## config.mk

```make
export PLATFORM = sky130hd
export DESIGN_NAME = code_seq_gen_flat
export DESIGN_NICKNAME = d
export VERILOG_FILES = /design/src/rtl/code_seq_pkg.sv /design/src/rtl/code_seq_gen_if.sv /design/src/rtl/code_seq_decade.sv /design/src/rtl/code_seq_gen.sv /design/src/flat_wrapper.sv
export SDC_FILE = /design/constraint.sdc
export NUM_CORES = 1
export LEC_CHECK = 0
export BUFFER_PORTS_ARGS = -buffer_cell sky130_fd_sc_hd__buf_2
export CAP_MARGIN = 10
export CORE_MARGIN = 5
export CORE_UTILIZATION = 37
export CTS_CLUSTER_DIAMETER = 30
export DETAILED_ROUTE_END_ITERATION = 10
export HOLD_SLACK_MARGIN = 0.02
export PLACE_DENSITY = 0.61
export SETUP_SLACK_MARGIN = 0.02
export SYNTH_ARGS = -nofsm -noshare
export SYNTH_HDL_FRONTEND = slang
export SYNTH_SLANG_ARGS = --single-unit
```

## constraint.sdc

```tcl
create_clock -name clk -period 4.4 [get_ports clk]
set_input_delay 0.66 -clock clk [delete_from_list [all_inputs] [get_ports clk]]
set_output_delay 0.66 -clock clk [all_outputs]
set_load 0.02 [all_outputs]
```

## src/rtl/code_seq_pkg.sv

```systemverilog
// code_seq_pkg: shared mode constants and per-digit encoders for code_seq_gen.
//   MODE_*     : 3-bit code select values (5-7 behave as MODE_BIN)
//   gray_enc   : 4-bit binary -> reflected Gray
//   aiken_enc  : decimal digit -> Aiken (2421) code
//   xs3_enc    : decimal digit -> excess-3 (Stibitz) code
//   digit_enc  : decimal digit -> code digit for the selected decimal mode
package code_seq_pkg;

  localparam logic [2:0] MODE_BIN   = 3'd0;
  localparam logic [2:0] MODE_GRAY  = 3'd1;
  localparam logic [2:0] MODE_BCD   = 3'd2;
  localparam logic [2:0] MODE_AIKEN = 3'd3;
  localparam logic [2:0] MODE_XS3   = 3'd4;

  function automatic logic [3:0] gray_enc(input logic [3:0] b);
    return b ^ (b >> 1);
  endfunction

  function automatic logic [3:0] aiken_enc(input logic [3:0] d);
    return (d < 4'd5) ? d : d + 4'd6;
  endfunction

  function automatic logic [3:0] xs3_enc(input logic [3:0] d);
    return d + 4'd3;
  endfunction

  function automatic logic [3:0] digit_enc(input logic [2:0] m, input logic [3:0] d);
    logic [3:0] r;
    case (m)
      MODE_AIKEN: r = aiken_enc(d);
      MODE_XS3:   r = xs3_enc(d);
      default:    r = d;
    endcase
    return r;
  endfunction

endpackage

```

## src/rtl/code_seq_gen_if.sv

```systemverilog
// code_seq_gen_if: control/status bundle of code_seq_gen.
//   clr, en, wrap, mode (, dir) : sequencer controls (master drives)
//   code, last, wrapped         : sequencer outputs (slave drives)
// Optional macro CODE_SEQ_DOWN_EN adds the dir signal.
interface code_seq_gen_if #(
  parameter int unsigned NDIG = 1
);
  localparam int unsigned WIDTH = 4 * NDIG;

  logic             clr;
  logic             en;
  logic             wrap;
  logic [2:0]       mode;
`ifdef CODE_SEQ_DOWN_EN
  logic             dir;
`endif
  logic [WIDTH-1:0] code;
  logic             last;
  logic             wrapped;

`ifdef CODE_SEQ_DOWN_EN
  modport master (output clr, en, wrap, mode, dir, input code, last, wrapped);
  modport slave  (input clr, en, wrap, mode, dir, output code, last, wrapped);
`else
  modport master (output clr, en, wrap, mode, input code, last, wrapped);
  modport slave  (input clr, en, wrap, mode, output code, last, wrapped);
`endif

endinterface

```

## src/rtl/code_seq_decade.sv

```systemverilog
// code_seq_decade: one 0..9 decade counter stage.
//   clk, reset, clr : clock, synchronous reset and restart (both clear q)
//   inc / carry_out : count up; carry_out = (q==9) & inc
//   dec / borrow_out: count down; borrow_out = (q==0) & dec (CODE_SEQ_DOWN_EN only)
//   q               : current digit
module code_seq_decade (
  input  logic       clk,
  input  logic       reset,
  input  logic       clr,
  input  logic       inc,
`ifdef CODE_SEQ_DOWN_EN
  input  logic       dec,
  output logic       borrow_out,
`endif
  output logic [3:0] q,
  output logic       carry_out
);

  always_ff @(posedge clk) begin
    if (reset || clr) begin
      q <= '0;
    end else if (inc) begin
      q <= (q == 4'd9) ? 4'd0 : q + 4'd1;
    end
`ifdef CODE_SEQ_DOWN_EN
    else if (dec) begin
      q <= (q == 4'd0) ? 4'd9 : q - 4'd1;
    end
`endif
  end

  assign carry_out = inc && (q == 4'd9);
`ifdef CODE_SEQ_DOWN_EN
  assign borrow_out = dec && (q == 4'd0);
`endif

endmodule

```

## src/rtl/code_seq_gen.sv

```systemverilog
// code_seq_gen: steps through binary / Gray / BCD / Aiken / excess-3 sequences
// over NDIG 4-bit digits, with enable, wrap-or-saturate and end flags.
//   clk, reset : clock, synchronous active-high reset
//   bus        : code_seq_gen_if.slave (clr, en, wrap, mode, [dir] in;
//                code, last, wrapped out)
// Optional macro CODE_SEQ_DOWN_EN: adds bus.dir, dir=1 counts down.
module code_seq_gen
  import code_seq_pkg::*;
#(
  parameter int unsigned NDIG      = 1,
  parameter logic [2:0]  INIT_MODE = MODE_BIN
) (
  input  logic          clk,
  input  logic          reset,
  code_seq_gen_if.slave bus
);

  localparam int unsigned WIDTH = 4 * NDIG;

  logic [2:0]       mode_q;
  logic [WIDTH-1:0] bin_q;
  logic [WIDTH-1:0] bin_nxt;
  logic [3:0]       dig_q [NDIG];
  logic [WIDTH-1:0] dec_code;
  logic [NDIG:0]    inc_chain;
  logic             wrapped_q;

  logic is_dec;
  logic dig_all9;
  logic at_last;
  logic adv;
  logic wrap_evt;
  logic down;
`ifdef CODE_SEQ_DOWN_EN
  logic [NDIG:0]    dec_chain;
  logic             dig_all0;
`endif

`ifdef CODE_SEQ_DOWN_EN
  assign down = bus.dir;
`else
  assign down = 1'b0;
`endif

  assign is_dec = (mode_q == MODE_BCD) || (mode_q == MODE_AIKEN) || (mode_q == MODE_XS3);

  always_comb begin
    dig_all9 = 1'b1;
`ifdef CODE_SEQ_DOWN_EN
    dig_all0 = 1'b1;
`endif
    for (int unsigned k = 0; k < NDIG; k++) begin
      if (dig_q[k] != 4'd9) dig_all9 = 1'b0;
`ifdef CODE_SEQ_DOWN_EN
      if (dig_q[k] != 4'd0) dig_all0 = 1'b0;
`endif
    end
  end

  // "last" is the end of the sequence in the current counting direction.
  always_comb begin
    at_last = is_dec ? dig_all9 : (&bin_q);
`ifdef CODE_SEQ_DOWN_EN
    if (down) at_last = is_dec ? dig_all0 : (bin_q == '0);
`endif
  end

  assign adv = bus.en && !(at_last && !bus.wrap);

  always_comb begin
    bin_nxt = bin_q + 1'b1;
`ifdef CODE_SEQ_DOWN_EN
    if (down) bin_nxt = bin_q - 1'b1;
`endif
  end

  // Only the counter belonging to the active mode moves; the other stays at 0.
  assign inc_chain[0] = adv && is_dec && !down;
`ifdef CODE_SEQ_DOWN_EN
  assign dec_chain[0] = adv && is_dec && down;
`endif

  for (genvar k = 0; k < NDIG; k++) begin : g_dig
    code_seq_decade u_decade (
      .clk        (clk),
      .reset      (reset),
      .clr        (bus.clr),
      .inc        (inc_chain[k]),
`ifdef CODE_SEQ_DOWN_EN
      .dec        (dec_chain[k]),
      .borrow_out (dec_chain[k+1]),
`endif
      .q          (dig_q[k]),
      .carry_out  (inc_chain[k+1])
    );
    assign dec_code[4*k +: 4] = digit_enc(mode_q, dig_q[k]);
  end

  // A carry/borrow out of the top digit is exactly a decimal wrap.
  always_comb begin
    if (is_dec) begin
      wrap_evt = inc_chain[NDIG];
`ifdef CODE_SEQ_DOWN_EN
      wrap_evt = inc_chain[NDIG] || dec_chain[NDIG];
`endif
    end else begin
      wrap_evt = adv && at_last;
    end
  end

  always_ff @(posedge clk) begin
    if (reset) begin
      mode_q    <= INIT_MODE;
      bin_q     <= '0;
      wrapped_q <= 1'b0;
    end else if (bus.clr) begin
      mode_q    <= bus.mode;
      bin_q     <= '0;
      wrapped_q <= 1'b0;
    end else begin
      if (adv && !is_dec) bin_q <= bin_nxt;
      wrapped_q <= wrap_evt;
    end
  end

  always_comb begin
    case (mode_q)
      MODE_GRAY:                     bus.code = bin_q ^ (bin_q >> 1);
      MODE_BCD, MODE_AIKEN, MODE_XS3: bus.code = dec_code;
      default:                       bus.code = bin_q;
    endcase
  end

  assign bus.last    = at_last;
  assign bus.wrapped = wrapped_q;

endmodule

```

## src/flat_wrapper.sv

```systemverilog
// flat-port wrapper written by rule: the top's interface ports become plain ports
module code_seq_gen_flat import code_seq_pkg::*;
#(
  parameter int unsigned NDIG      = 1,
  parameter logic [2:0]  INIT_MODE = MODE_BIN
)
  (clk, reset, bus_clr, bus_en, bus_wrap, bus_mode, bus_code, bus_last, bus_wrapped);
  code_seq_gen_if #(.NDIG(NDIG)) bus_i ();
  input  logic clk;
  input  logic reset;
  input wire logic [$bits(bus_i.clr)-1:0] bus_clr;
  input wire logic [$bits(bus_i.en)-1:0] bus_en;
  input wire logic [$bits(bus_i.wrap)-1:0] bus_wrap;
  input wire logic [$bits(bus_i.mode)-1:0] bus_mode;
  output wire logic [$bits(bus_i.code)-1:0] bus_code;
  output wire logic [$bits(bus_i.last)-1:0] bus_last;
  output wire logic [$bits(bus_i.wrapped)-1:0] bus_wrapped;
  assign bus_i.clr = bus_clr;
  assign bus_i.en = bus_en;
  assign bus_i.wrap = bus_wrap;
  assign bus_i.mode = bus_mode;
  assign bus_code = bus_i.code;
  assign bus_last = bus_i.last;
  assign bus_wrapped = bus_i.wrapped;
  code_seq_gen #(.NDIG(NDIG), .INIT_MODE(INIT_MODE)) u_core (.clk(clk), .reset(reset), .bus(bus_i));
endmodule
```

==> results.yml <==
floorplanning:
  num_rows: 18
  die_area_sq_um: 3800
  core_sq_um: 2520
  floorplan.initialDensity: 0.391
  ioPinCount: 14
  fp.dieW_um: 61.7
  die_y_um: 61.7
placement:
  dp.cells: 153
  place.detailed.hpwl_mm: 1.73
  gp_congestion: 0.775
  dpl-instance-area_sq_um: 1040
  portBuffers: 13
timing:
  rsz0062_at_grt: "no"
  skew_ns: 0.0107
  fin_crit_sh: 0.636
  max_freq_mhz: 357
  hold_slack_ns: 0.522
  finalHoldViolCount: 0
  worst_pin_slew_ns: 0.527
  setup_violations: 0
  max_slew_margin: 0.647
  tns_ns: 0
  min_period_ns: 2.80
  drv_slew: 0
cts:
  cts_tree: "done"
  clk_path_buf_depth: 2
  ctsResizeCount: 0
  clk_pin_slew_ns: 0.08
  root_buffer: "clkbuf_4"
  ctsHtreeMaxLevel: 1
  clock_latency_ns: 0.28
  cts_sinks: 12
  post_cts_buffers: 0
  ctsHoldBuffers: 0
  numCtsBuffers: 3
layout:
  fin_nets: 146
  fillers: 264
  drive_above_1_share: 0.189
  area_growth_pct: 9.38
  multi_input_area_sq_um: 682
  antenna_cells: 0
  seqCellArea_sq_um: 240
  layoutNonFillerInstCount: 157
  final_area_sq_um: 1080
logic_synthesis:
  syn_nets: 136
  async_flop_share: 0
  syn_area_sq_um: 987
  synth_edf_count: 0
  yosysUniqueCellTypes: 43
  synth_top_area_share: 0.243
  yosys_register_bits: 12
  synth_area_leaders: "dfxtp_1 24%, ha_1 13%, mux2i_1 8.1%"
  synth_largest_area_cell: "dfxtp_1"
  ys_warn_count: 0
  synth_seq_area_share: 0.243
  netlist_instances: 118
  ys_dominant_reg_cell: "dfxtp_1"
  syn_avg_cell_area_sq_um: 8.37
  synth_commonest_cells: "12 x dfxtp_1, 12 x nor2_1, 10 x ha_1"
critical_path:
  path_class: "reg2out"
  cp.required_ns: 3.74
  cp.arrival_ns: 2.14
  end_kind: "output port"
  worst_setup_path_start_kind: "flip-flop"
  critical_path.max_fanout: 19
route:
  drt_pass1_iterations: 6
  ant_nets: 0
  viasPerCell: 5.70
  routedWlPerCell_um: 13.9
  drt-initial-drc-count: 31
  routed_wl_mm: 2.19
  vias: 895
  drc: 0
run:
  drv_cap: 0
global_routing:
  overflow: 0
  grt-busiest-layer: "met2"
  antenna_found_initial: 0
  grt_max_degree: 20
  grtUsageTotal: 0.133
  grt_pass1_wl_mm: 3.74
  grt_pass1_vias: 812
  use_met2: 0.217
  use_met3: 0.0314
  gr-usage-met1: 0.170
hold_path:
  min_path_type: "reg2reg"
pwr:
  max-vdd-ir-drop_v: 0.000217
  power_density_nw_per_um2: 232
  p_total_mw: 0.251
  p_leak_nw: 0.455
status:
  status: "finished, final reports clean"
==> worst paths after layout <==
check	slack, ns	depth (start not counted)	from	to
min	0.52	2	u_core.g_dig[0].u_decade.q[1]	u_core.g_dig[0].u_decade.q[1]
max	1.60	5	u_core.mode_q[2]	bus_code[2]
max reg2reg	2.56	4	u_core.mode_q[2]	u_core.g_dig[0].u_decade.q[3]
min reg2reg	0.52	2	u_core.g_dig[0].u_decade.q[1]	u_core.g_dig[0].u_decade.q[1]
==> cells in the final DEF, fill, tap and decap left out, types with 2 or more instances in the layout <==
cell	instances
nor2b_1	2
clkbuf_4	3
o21ai_0	5
nor2_1	12
or3_1	2
ha_1	10
inv_1	5
nor3b_1	2
nand2b_1	2
or2_2	2
buf_2	13
dfxtp_1	12
a22o_1	3
o211ai_1	2
nand2_1	8
a21oi_1	9
o31ai_1	2
nor3_1	2
mux2i_1	8
==> sequential cells by signal (all words and copies together), names as in the netlist <==
name                     cells
u_core.bin_q                 4
u_core.bus.wrapped           1
u_core.g_dig.u_decade.q      4
u_core.mode_q                3
==> logic make-up (layout without fill, tap and decap cells) <==
group,after synthesis,after routing,share of synthesized area
flops,12,12,0.243
mux,8,8,0.0811
fa+ha+maj,10,10,0.127
buf+inv,13,22,0.0659
xor+xnor,1,1,0.00887
compound gates,36,36,0.267
simple gates,38,38,0.207
==> area by class of cell <==
cell class | count | area share
Multi-Input combinational cell | 93 | 0.632
Sequential cell | 12 | 0.222
Timing Repair Buffer | 13 | 0.0603
Tap cell | 30 | 0.0348
Clock buffer | 4 | 0.0336
Inverter | 5 | 0.0174
==> per-stage QoR <==
| step | setup slack (ns) | util |
|---|---|---|
| 6_report | 1.60 | 0.428 |
| 5_1_grt | 1.36 | 0.428 |
| 4_1_cts | 1.59 | 0.428 |
| 3_5_place_dp | 1.89 | 0.414 |
| 3_3_place_gp | 1.96 | 0.414 |
| 2_1_floorplan | 2.18 | - |
==> power by group <==
group | leakage (nW) | switching, mW | internal, mW
registers | 0.0974 | 0.00715 | 0.111
clock network | 0.0210 | 0.0372 | 0.0503
logic | 0.336 | 0.0258 | 0.0195
==> worst max-delay path: stages, from the launching register on <==
cell and delay [ns]:
dfxtp_1 0.65, nor3b_2 0.56, mux2i_1 0.15, a311oi_1 0.26, o21ai_1 0.09, buf_2 0.17
==> per-layer routing <==
metal / vias to the layer above / share of wire
met3: 2 / 0.053
met1: 421 / 0.46
met4: 0 / 0.0073
met2: 18 / 0.48
li1: 454 / -
met5: - / 0
(Power assumes the default switching activity.)
